$ cat config.mk
export PLATFORM = sky130hd
export DESIGN_NAME = integrate_dump_flat
export DESIGN_NICKNAME = d
export VERILOG_FILES = /design/src/rtl/integrate_dump_if.sv /design/src/rtl/integrate_dump.sv /design/src/flat_wrapper.sv
export SDC_FILE = /design/constraint.sdc
export NUM_CORES = 1
export LEC_CHECK = 0
export CAP_MARGIN = 20
export CORE_MARGIN = 2
export CORE_UTILIZATION = 50
export DETAILED_ROUTE_END_ITERATION = 10
export PLACE_DENSITY = 0.75
export REMOVE_ABC_BUFFERS = 1
export SKIP_LAST_GASP = 1
export SLEW_MARGIN = 0
export SYNTH_ARGS = -nofsm -noshare
export SYNTH_HDL_FRONTEND = slang
export SYNTH_SLANG_ARGS = --single-unit
export TNS_END_PERCENT = 100
$ cat constraint.sdc
create_clock -name clk -period 4.6 [get_ports clk]
set_input_delay 0.69 -clock clk [delete_from_list [all_inputs] [get_ports clk]]
set_output_delay 0.69 -clock clk [all_outputs]
set_load 0.02 [all_outputs]
$ cat src/rtl/integrate_dump_if.sv
// Sample stream into the integrate-and-dump decimator and block-sum stream out of it.
// master = upstream/driver side, slave = the decimator itself.
interface integrate_dump_if #(
    parameter int WDTH      = 32,
    parameter int LOG_DECIM = 3,
    parameter int MWDTH     = 1
);
    logic signed [WDTH-1:0]           in_data;
    logic                             in_nd;
    logic        [MWDTH-1:0]          in_m;
    logic                             in_start;
    logic signed [WDTH+LOG_DECIM-1:0] out_data;
    logic                             out_nd;
    logic        [MWDTH-1:0]          out_m;
    logic                             error;

    modport master (
        output in_data,
        output in_nd,
        output in_m,
        output in_start,
        input  out_data,
        input  out_nd,
        input  out_m,
        input  error
    );

    modport slave (
        input  in_data,
        input  in_nd,
        input  in_m,
        input  in_start,
        output out_data,
        output out_nd,
        output out_m,
        output error
    );
endinterface

$ cat src/rtl/integrate_dump.sv
// Integrate-and-dump decimator: sums each block of DECIM valid samples into one widened sum,
// tagged with the block's first metadata; a mid-block start marker restarts the block and sets a sticky error.
module integrate_dump #(
    parameter int WDTH      = 32,
    parameter int DECIM     = 8,
    parameter int LOG_DECIM = 3,
    parameter int MWDTH     = 1
) (
    input  logic              clk,
    input  logic              rst_n,
    integrate_dump_if.slave   io_stream
);
    localparam int OW = WDTH + LOG_DECIM;
    localparam int CW = LOG_DECIM;

    logic        [CW-1:0]    r_cnt;
    logic signed [OW-1:0]    r_acc;
    logic        [MWDTH-1:0] r_m;
    logic signed [OW-1:0]    r_outData;
    logic                    r_outNd;
    logic        [MWDTH-1:0] r_outM;
    logic                    r_error;

    logic        [CW-1:0]    w_cntNext;
    logic signed [OW-1:0]    w_accNext;
    logic        [MWDTH-1:0] w_mNext;
    logic signed [OW-1:0]    w_outDataNext;
    logic                    w_outNdNext;
    logic        [MWDTH-1:0] w_outMNext;
    logic                    w_errorNext;
    logic signed [OW-1:0]    w_ext;
    logic                    w_blockEmpty;
    logic                    w_lastSample;

    assign w_ext        = {{LOG_DECIM{io_stream.in_data[WDTH-1]}}, io_stream.in_data};
    assign w_blockEmpty = (r_cnt == '0);
    assign w_lastSample = (r_cnt == CW'(DECIM - 1));

    // A start marker always opens a fresh block; it is only an error when a block was already open,
    // and that check wins over a dump on the final sample.
    always_comb begin
        w_cntNext     = r_cnt;
        w_accNext     = r_acc;
        w_mNext       = r_m;
        w_outDataNext = r_outData;
        w_outNdNext   = 1'b0;
        w_outMNext    = r_outM;
        w_errorNext   = r_error;
        if (io_stream.in_nd) begin
            if (w_blockEmpty || io_stream.in_start) begin
                w_errorNext = r_error | (io_stream.in_start & ~w_blockEmpty);
                w_accNext   = w_ext;
                w_mNext     = io_stream.in_m;
                w_cntNext   = CW'(1);
            end else if (w_lastSample) begin
                w_outDataNext = r_acc + w_ext;
                w_outMNext    = r_m;
                w_outNdNext   = 1'b1;
                w_accNext     = '0;
                w_cntNext     = '0;
            end else begin
                w_accNext = r_acc + w_ext;
                w_cntNext = r_cnt + CW'(1);
            end
        end
    end

    always_ff @(posedge clk or negedge rst_n) begin
        if (!rst_n) begin
            r_cnt     <= '0;
            r_acc     <= '0;
            r_m       <= '0;
            r_outData <= '0;
            r_outNd   <= 1'b0;
            r_outM    <= '0;
            r_error   <= 1'b0;
        end else begin
            r_cnt     <= w_cntNext;
            r_acc     <= w_accNext;
            r_m       <= w_mNext;
            r_outData <= w_outDataNext;
            r_outNd   <= w_outNdNext;
            r_outM    <= w_outMNext;
            r_error   <= w_errorNext;
        end
    end

    assign io_stream.out_data = r_outData;
    assign io_stream.out_nd   = r_outNd;
    assign io_stream.out_m    = r_outM;
    assign io_stream.error    = r_error;
endmodule

$ cat src/flat_wrapper.sv
// flat-port wrapper written by rule: the top's interface ports become plain ports
module integrate_dump_flat 
#(
    parameter int WDTH      = 32,
    parameter int DECIM     = 8,
    parameter int LOG_DECIM = 3,
    parameter int MWDTH     = 1
)
  (clk, rst_n, io_stream_in_data, io_stream_in_nd, io_stream_in_m, io_stream_in_start, io_stream_out_data, io_stream_out_nd, io_stream_out_m, io_stream_error);
  integrate_dump_if #(.WDTH(WDTH), .LOG_DECIM(LOG_DECIM), .MWDTH(MWDTH)) io_stream_i ();
  input  logic clk;
  input  logic rst_n;
  input wire logic [$bits(io_stream_i.in_data)-1:0] io_stream_in_data;
  input wire logic [$bits(io_stream_i.in_nd)-1:0] io_stream_in_nd;
  input wire logic [$bits(io_stream_i.in_m)-1:0] io_stream_in_m;
  input wire logic [$bits(io_stream_i.in_start)-1:0] io_stream_in_start;
  output wire logic [$bits(io_stream_i.out_data)-1:0] io_stream_out_data;
  output wire logic [$bits(io_stream_i.out_nd)-1:0] io_stream_out_nd;
  output wire logic [$bits(io_stream_i.out_m)-1:0] io_stream_out_m;
  output wire logic [$bits(io_stream_i.error)-1:0] io_stream_error;
  assign io_stream_i.in_data = io_stream_in_data;
  assign io_stream_i.in_nd = io_stream_in_nd;
  assign io_stream_i.in_m = io_stream_in_m;
  assign io_stream_i.in_start = io_stream_in_start;
  assign io_stream_out_data = io_stream_i.out_data;
  assign io_stream_out_nd = io_stream_i.out_nd;
  assign io_stream_out_m = io_stream_i.out_m;
  assign io_stream_error = io_stream_i.error;
  integrate_dump #(.WDTH(WDTH), .DECIM(DECIM), .LOG_DECIM(LOG_DECIM), .MWDTH(MWDTH)) u_core (.clk(clk), .rst_n(rst_n), .io_stream(io_stream_i));
endmodule
==> results.json, run 1 <==
{
  "outcome": "finished, final reports clean",
  "io_pins": 75,
  "cp.arrival_ns": 4.06,
  "die_w_um": 104,
  "synth_seq_cells": 77,
  "syn_inst": 588,
  "clk_pin_slew_ns": 0.07,
  "rows": 36,
  "required_ns": 4.84,
  "ys_types": 51,
  "die_h_um": 104,
  "powerDensity_nw_per_um2": 421,
  "syn_to_final_growth_pct": 19.2,
  "cts_max_level": 3,
  "dieArea_sq_um": 10900,
  "holdBufCountCts": 0,
  "hp-class": "in2async",
  "clock_latency_ns": 0.37,
  "p_int_uw": 1520,
  "grt_pass1_vias": 4349,
  "place_inst": 766,
  "port_buffers": 74,
  "drive_above_1_share": 0.0586,
  "drc_errors": 0,
  "initial_core_util": 0.516,
  "max_freq_ghz": 0.262,
  "crit_fanout": 4,
  "route.antenna.remaining_nets": 0,
  "antenna_cells": 0,
  "final_common_cell": "nand2_1",
  "cts_root_buf": "clkbuf_8",
  "ys_async_sr_fraction": 1.00,
  "synth_ff_type": "dfrtp_1",
  "synth.yosys.seq_area_share": 0.382,
  "start_kind": "input port",
  "fin_nets": 719,
  "maxSlewViolCount": 0,
  "numCtsBuffers": 9,
  "num_vias": 4420,
  "wire_per_inst_um": 15.5,
  "mostFrequentLayoutCells": "nand2_1 (104), dfrtp_1 (77), clkdlybuf4s50_1 (72), a21oi_1 (64), nor2_1 (44)",
  "yosysWarnings": 0,
  "cp-end-kind": "register",
  "p_total_uw": 2530,
  "final.setup.tns_ns": 0,
  "crit_type": "in2reg",
  "drt_iter0_markers": 202,
  "post_cts_resized": 0,
  "core_area_sq_um": 9770,
  "setup_viol": 0,
  "rsz0062_at_grt": "false",
  "cts_tree": "yes",
  "final_cells": 781,
  "netSwitchingPower_uw": 1010,
  "grt_first_pass_wirelength_mm": 20.9,
  "globalplace.congestion": 0.874,
  "clkPwrFrac": 0.179,
  "clk_path_buf_depth": 2,
  "finalCritPeriodShare": 0.831,
  "viasPerCell": 5.66,
  "antenna_found_initial": 0,
  "avgSynthCellArea_sq_um": 8.58,
  "hold_slack_ns": 0.467,
  "wl_mm": 12.1,
  "p_comb_frac": 0.480,
  "p_sw_frac": 0.399,
  "place_hpwl_mm": 8.66,
  "irDropWorstVdd_uv": 193,
  "grt_max_degree": 78,
  "seq_power_share": 0.341,
  "slew_headroom": 0.356,
  "grt_overflow_total": 0,
  "skew_ns": 0.00852,
  "finalHoldViolCount": 0,
  "clock_sinks": 77,
  "syn_area_sq_um": 5040,
  "p_leak_uw": 0.00277,
  "cap_viol_max_count": 0,
  "synth_edf_count": 0,
  "cts_setup_buffers": 0,
  "min_period_ns": 3.82,
  "globalRouteTotalUtil": 0.231,
  "worst_pin_slew_ns": 0.966,
  "drtPass1Iterations": 5
}
[state kept, by name, summed over array words and instances, names as in the netlist]
register                   cells
u_core.r_acc                  35
u_core.io_stream.error         1
u_core.r_cnt                   3
u_core.io_stream.out_data     35
u_core.io_stream.out_m         1
u_core.r_m                     1
u_core.io_stream.out_nd        1
[cell type report]
cell class                      instances  area [sq um]
Inverter                               18          67.6
Multi-Input combinational cell        459          2930
Tap cell                              133           166
Sequential cell                        77          1930
Timing Repair Buffer                   79           771
Clock inverter                          2          10.0
Clock buffer                           13           149
Fill cell                             877          3760
[synth_stat cells, drive strengths merged, types with 2 or more instances]
| master | instances | area [sq um] |
|---|---|---|
| nand2 | 104 | 390 |
| dfrtp | 77 | 1930 |
| a21oi | 64 | 320 |
| nor2 | 45 | 169 |
| ha | 37 | 463 |
| clkbuf | 34 | 128 |
| o21ai | 32 | 168 |
| a22oi | 25 | 188 |
| a21o | 23 | 173 |
| xnor2 | 23 | 201 |
| inv | 18 | 67.6 |
| nand3 | 11 | 55.1 |
| xor2 | 11 | 96.3 |
| nor3 | 8 | 40.0 |
| mux2 | 6 | 67.6 |
| nand4 | 6 | 37.5 |
| a31oi | 5 | 37.5 |
| nor2b | 5 | 31.3 |
| a211oi | 4 | 30.0 |
| a221oi | 4 | 35.0 |
| a31o | 4 | 35.0 |
| nand2b | 4 | 25.0 |
| o21bai | 4 | 30.0 |
| or3 | 3 | 18.8 |
| a2111oi | 2 | 36.3 |
| a211o | 2 | 17.5 |
| a41oi | 2 | 17.5 |
| and4 | 2 | 17.5 |
| mux2i | 2 | 20.0 |
| nor3b | 2 | 15.0 |
| o2111ai | 2 | 23.8 |
| o211ai | 2 | 20.0 |
| o22ai | 2 | 12.5 |
| or4 | 2 | 15.0 |
[cell families after synthesis]
family                     synth area share
AOI/OAI and AO/OA                     0.236
adders and majority gates            0.0957
xor gates and xnor gates             0.0590
DFF                                   0.382
and+or+nand+nor                       0.171
muxes                                0.0174
buffers and inverters                0.0387
[worst max-delay path, stage by stage]
cell	delay, ns
clkdlybuf4s50_1	0.48
ha_1	0.18
inv_1	0.05
fa_1	0.39
and2b_1	0.24
o2111ai_2	0.16
a2111oi_4	0.45
o21ai_2	0.18
o41ai_4	0.44
a31oi_2	0.20
o21ai_2	0.26
mux2i_1	0.24
nand4_1	0.10
[through the flow]
stage | utilization | cell area, sq um | setup WS (ns)
6_report | 0.615 | 6020 | 0.777
2_1_floorplan | - | 4920 | 1.21
4_1_cts | 0.615 | 6020 | 0.790
3_3_place_gp | 0.599 | 5860 | 0.511
3_5_place_dp | 0.599 | 5860 | 0.402
5_1_grt | 0.615 | 6020 | 0.551
[layer usage]
metal	vias to the layer above	GRT usage	part of all wire
li1	2187	-	-
met1	2121	0.307	0.47
met2	91	0.378	0.47
met3	21	0.0345	0.045
met4	0	0.0946	0.022
met5	-	0	0
[power by group through the flow]
| stage | combinational [uW] | clock [uW] | sequential, uW |
|---|---|---|---|
| after floorplan | 825 | 0 | 914 |
| after global placement | 1180 | 0 | 870 |
| after detailed placement | 1200 | 0 | 876 |
| after CTS | 1210 | 465 | 864 |
| after global routing | 1350 | 484 | 878 |
| final | 1220 | 454 | 863 |
[final timing paths]
kind,start,endpoint,slack [ns],cells after the start
max,io_stream_in_data[0],u_core.r_acc[34],0.78,13
min,rst_n,u_core.io_stream.out_data[4],0.47,1
max reg2reg,u_core.r_acc[0],u_core.r_acc[34],1.23,12
min reg2reg,u_core.r_m,u_core.io_stream.out_m,0.47,2
max in group asynchronous,rst_n,u_core.r_acc[23],3.50,1
min in group clk,u_core.r_m,u_core.io_stream.out_m,0.47,2
Note: power is estimated with default switching activity, not from simulation.
==> run 2: changes to the inputs <==
clock period = 3.9 ns   (was 4.6 ns; I/O delays follow)
==> results.json, run 2 (synthesis gave the netlist of run 1 again) <==
{
  "crit_fanout": 4,
  "hp-class": "in2async",
  "mostFrequentLayoutCells": "nand2_1 (104), dfrtp_1 (77), clkdlybuf4s50_1 (72), a21oi_1 (64), nor2_1 (44)",
  "cp.arrival_ns": 3.87,
  "grt_pass1_vias": 4448,
  "dr_wl_met2_mm": 5.98,
  "drtPass1Iterations": 5,
  "grt_max_degree": 81,
  "antenna_cells": 0,
  "viasPerCell": 5.73,
  "place_ws_ns": 0.00697,
  "drc_errors": 0,
  "route.antenna.remaining_nets": 0,
  "numCtsBuffers": 9,
  "initial_core_util": 0.516,
  "finalHoldViolCount": 0,
  "fin_nets": 731,
  "clock_sinks": 77,
  "wl_mm": 12.7,
  "dieArea_sq_um": 10900,
  "setup_viol": 0,
  "final.setup.tns_ns": 0,
  "start_kind": "input port",
  "drt_iter0_markers": 258,
  "skew_ns": 0.00913,
  "antenna_found_initial": 0,
  "rsz0062_at_grt": "false",
  "irDropWorstVdd_uv": 235,
  "wl_met1_mm": 5.90,
  "finalCritPeriodShare": 0.930,
  "max_freq_ghz": 0.276,
  "powerDensity_nw_per_um2": 515,
  "die_w_um": 104,
  "place_hpwl_mm": 8.93,
  "cts_max_level": 3,
  "p_total_uw": 3180,
  "slew_headroom": 0.482,
  "cp_cell_sequence": "clkdlybuf4s50_1, ha_1, nand3_1, o21ai_0, o211ai_2, a2111oi_0, o21ai_0, a211oi_1, nor3_1, xnor2_1, mux2_2",
  "syn_to_final_growth_pct": 22.5,
  "num_vias": 4551,
  "maxSlewViolCount": 0,
  "wire_per_inst_um": 15.9,
  "grt_overflow_total": 0,
  "cp-end-kind": "register",
  "holdBufCountCts": 0,
  "globalplace.congestion": 0.922,
  "final_common_cell": "nand2_1",
  "rows": 36,
  "clk_pin_slew_ns": 0.09,
  "die_h_um": 104,
  "rr_worst_depth": 10,
  "core_area_sq_um": 9770,
  "wl_met3_um": 656,
  "worst_pin_slew_ns": 0.776,
  "cts_root_buf": "clkbuf_8",
  "cap_viol_max_count": 0,
  "required_ns": 4.15,
  "port_buffers": 74,
  "path_common_cell": "o21ai_0",
  "crit_type": "in2reg",
  "p_leak_uw": 0.00286,
  "io_pins": 75,
  "slowest_stage": "a2111oi_0",
  "clock_latency_ns": 0.36,
  "post_cts_resized": 0,
  "clk_path_buf_depth": 2,
  "maxUsedRoutingLayer": "met4",
  "cts_setup_buffers": 0,
  "outcome": "finished, final reports clean",
  "grt_first_pass_wirelength_mm": 21.7,
  "setup_slack_ns": 0.275,
  "max_stage_delay_ns": 0.64,
  "cts_tree": "yes",
  "min_period_ns": 3.63,
  "drive_above_1_share": 0.0817,
  "globalRouteTotalUtil": 0.241
}
[run 2: cell count changes in the layout (fill, tap and decap cells not counted), sizes merged]
| cell | previous run | this run |
|---|---|---|
| buf | 7 | 19 |
| clkbuf | 13 | 9 |
| bufinv | 0 | 2 |
| clkinvlp | 0 | 2 |
| clkinv | 2 | 3 |
[run 2: critical path: cells and delay by family]
kind                     cells  cell delay (ns)
buffers and inverters        1             0.45
XOR/XNOR                     1             0.16
adder cells (fa/ha/maj)      1             0.36
multiplexers                 1             0.27
AO/OA/AOI/OAI                5             1.86
AND/OR/NAND/NOR              2             0.18
[run 2: through the flow]
step           cells  utilization  hold slack, ns  instance area (sq um)
6_report         794        0.632          0.0209                   6180
3_5_place_dp     777        0.608           0.461                   5940
5_1_grt          794        0.632          0.0158                   6180
2_1_floorplan    554            -           0.289                   4920
3_3_place_gp     777        0.608           0.451                   5940
4_1_cts          793        0.630           0.420                   6150
[run 2: final cells by class]
class                      instances  area [sq um]
fill                             821          3590
multi-input combinational        459          2930
sequential                        77          1930
timing repair buffer              91           881
tap                              133           166
clock buffer                       9           124
clock inverter                     7          90.1
inverter                          18          67.6
[run 2: path summary, 6_finish.rpt]
path	start	end	slack [ns]
min reg2reg	u_core.io_stream.out_data[23]	u_core.io_stream.out_data[23]	0.48
max reg2reg	u_core.r_acc[2]	u_core.io_stream.out_data[31]	0.57
max	io_stream_in_data[2]	u_core.io_stream.out_data[31]	0.27
min	rst_n	u_core.io_stream.out_data[1]	0.02
max in group asynchronous	rst_n	u_core.io_stream.out_data[23]	3.32
min in group clk	u_core.io_stream.out_data[23]	u_core.io_stream.out_data[23]	0.48
[run 2: per-layer routing]
metal  vias up  global-route usage
met4         0              0.0618
li1       2215                   -
met3        13              0.0426
met1      2192               0.341
met5         -                   0
met2       131               0.383
[run 2: power by group]
part | internal, uW | switching (uW) | total, uW
Sequential | 936 | 82.1 | 1020
Combinational | 649 | 844 | 1490
Clock | 357 | 316 | 673
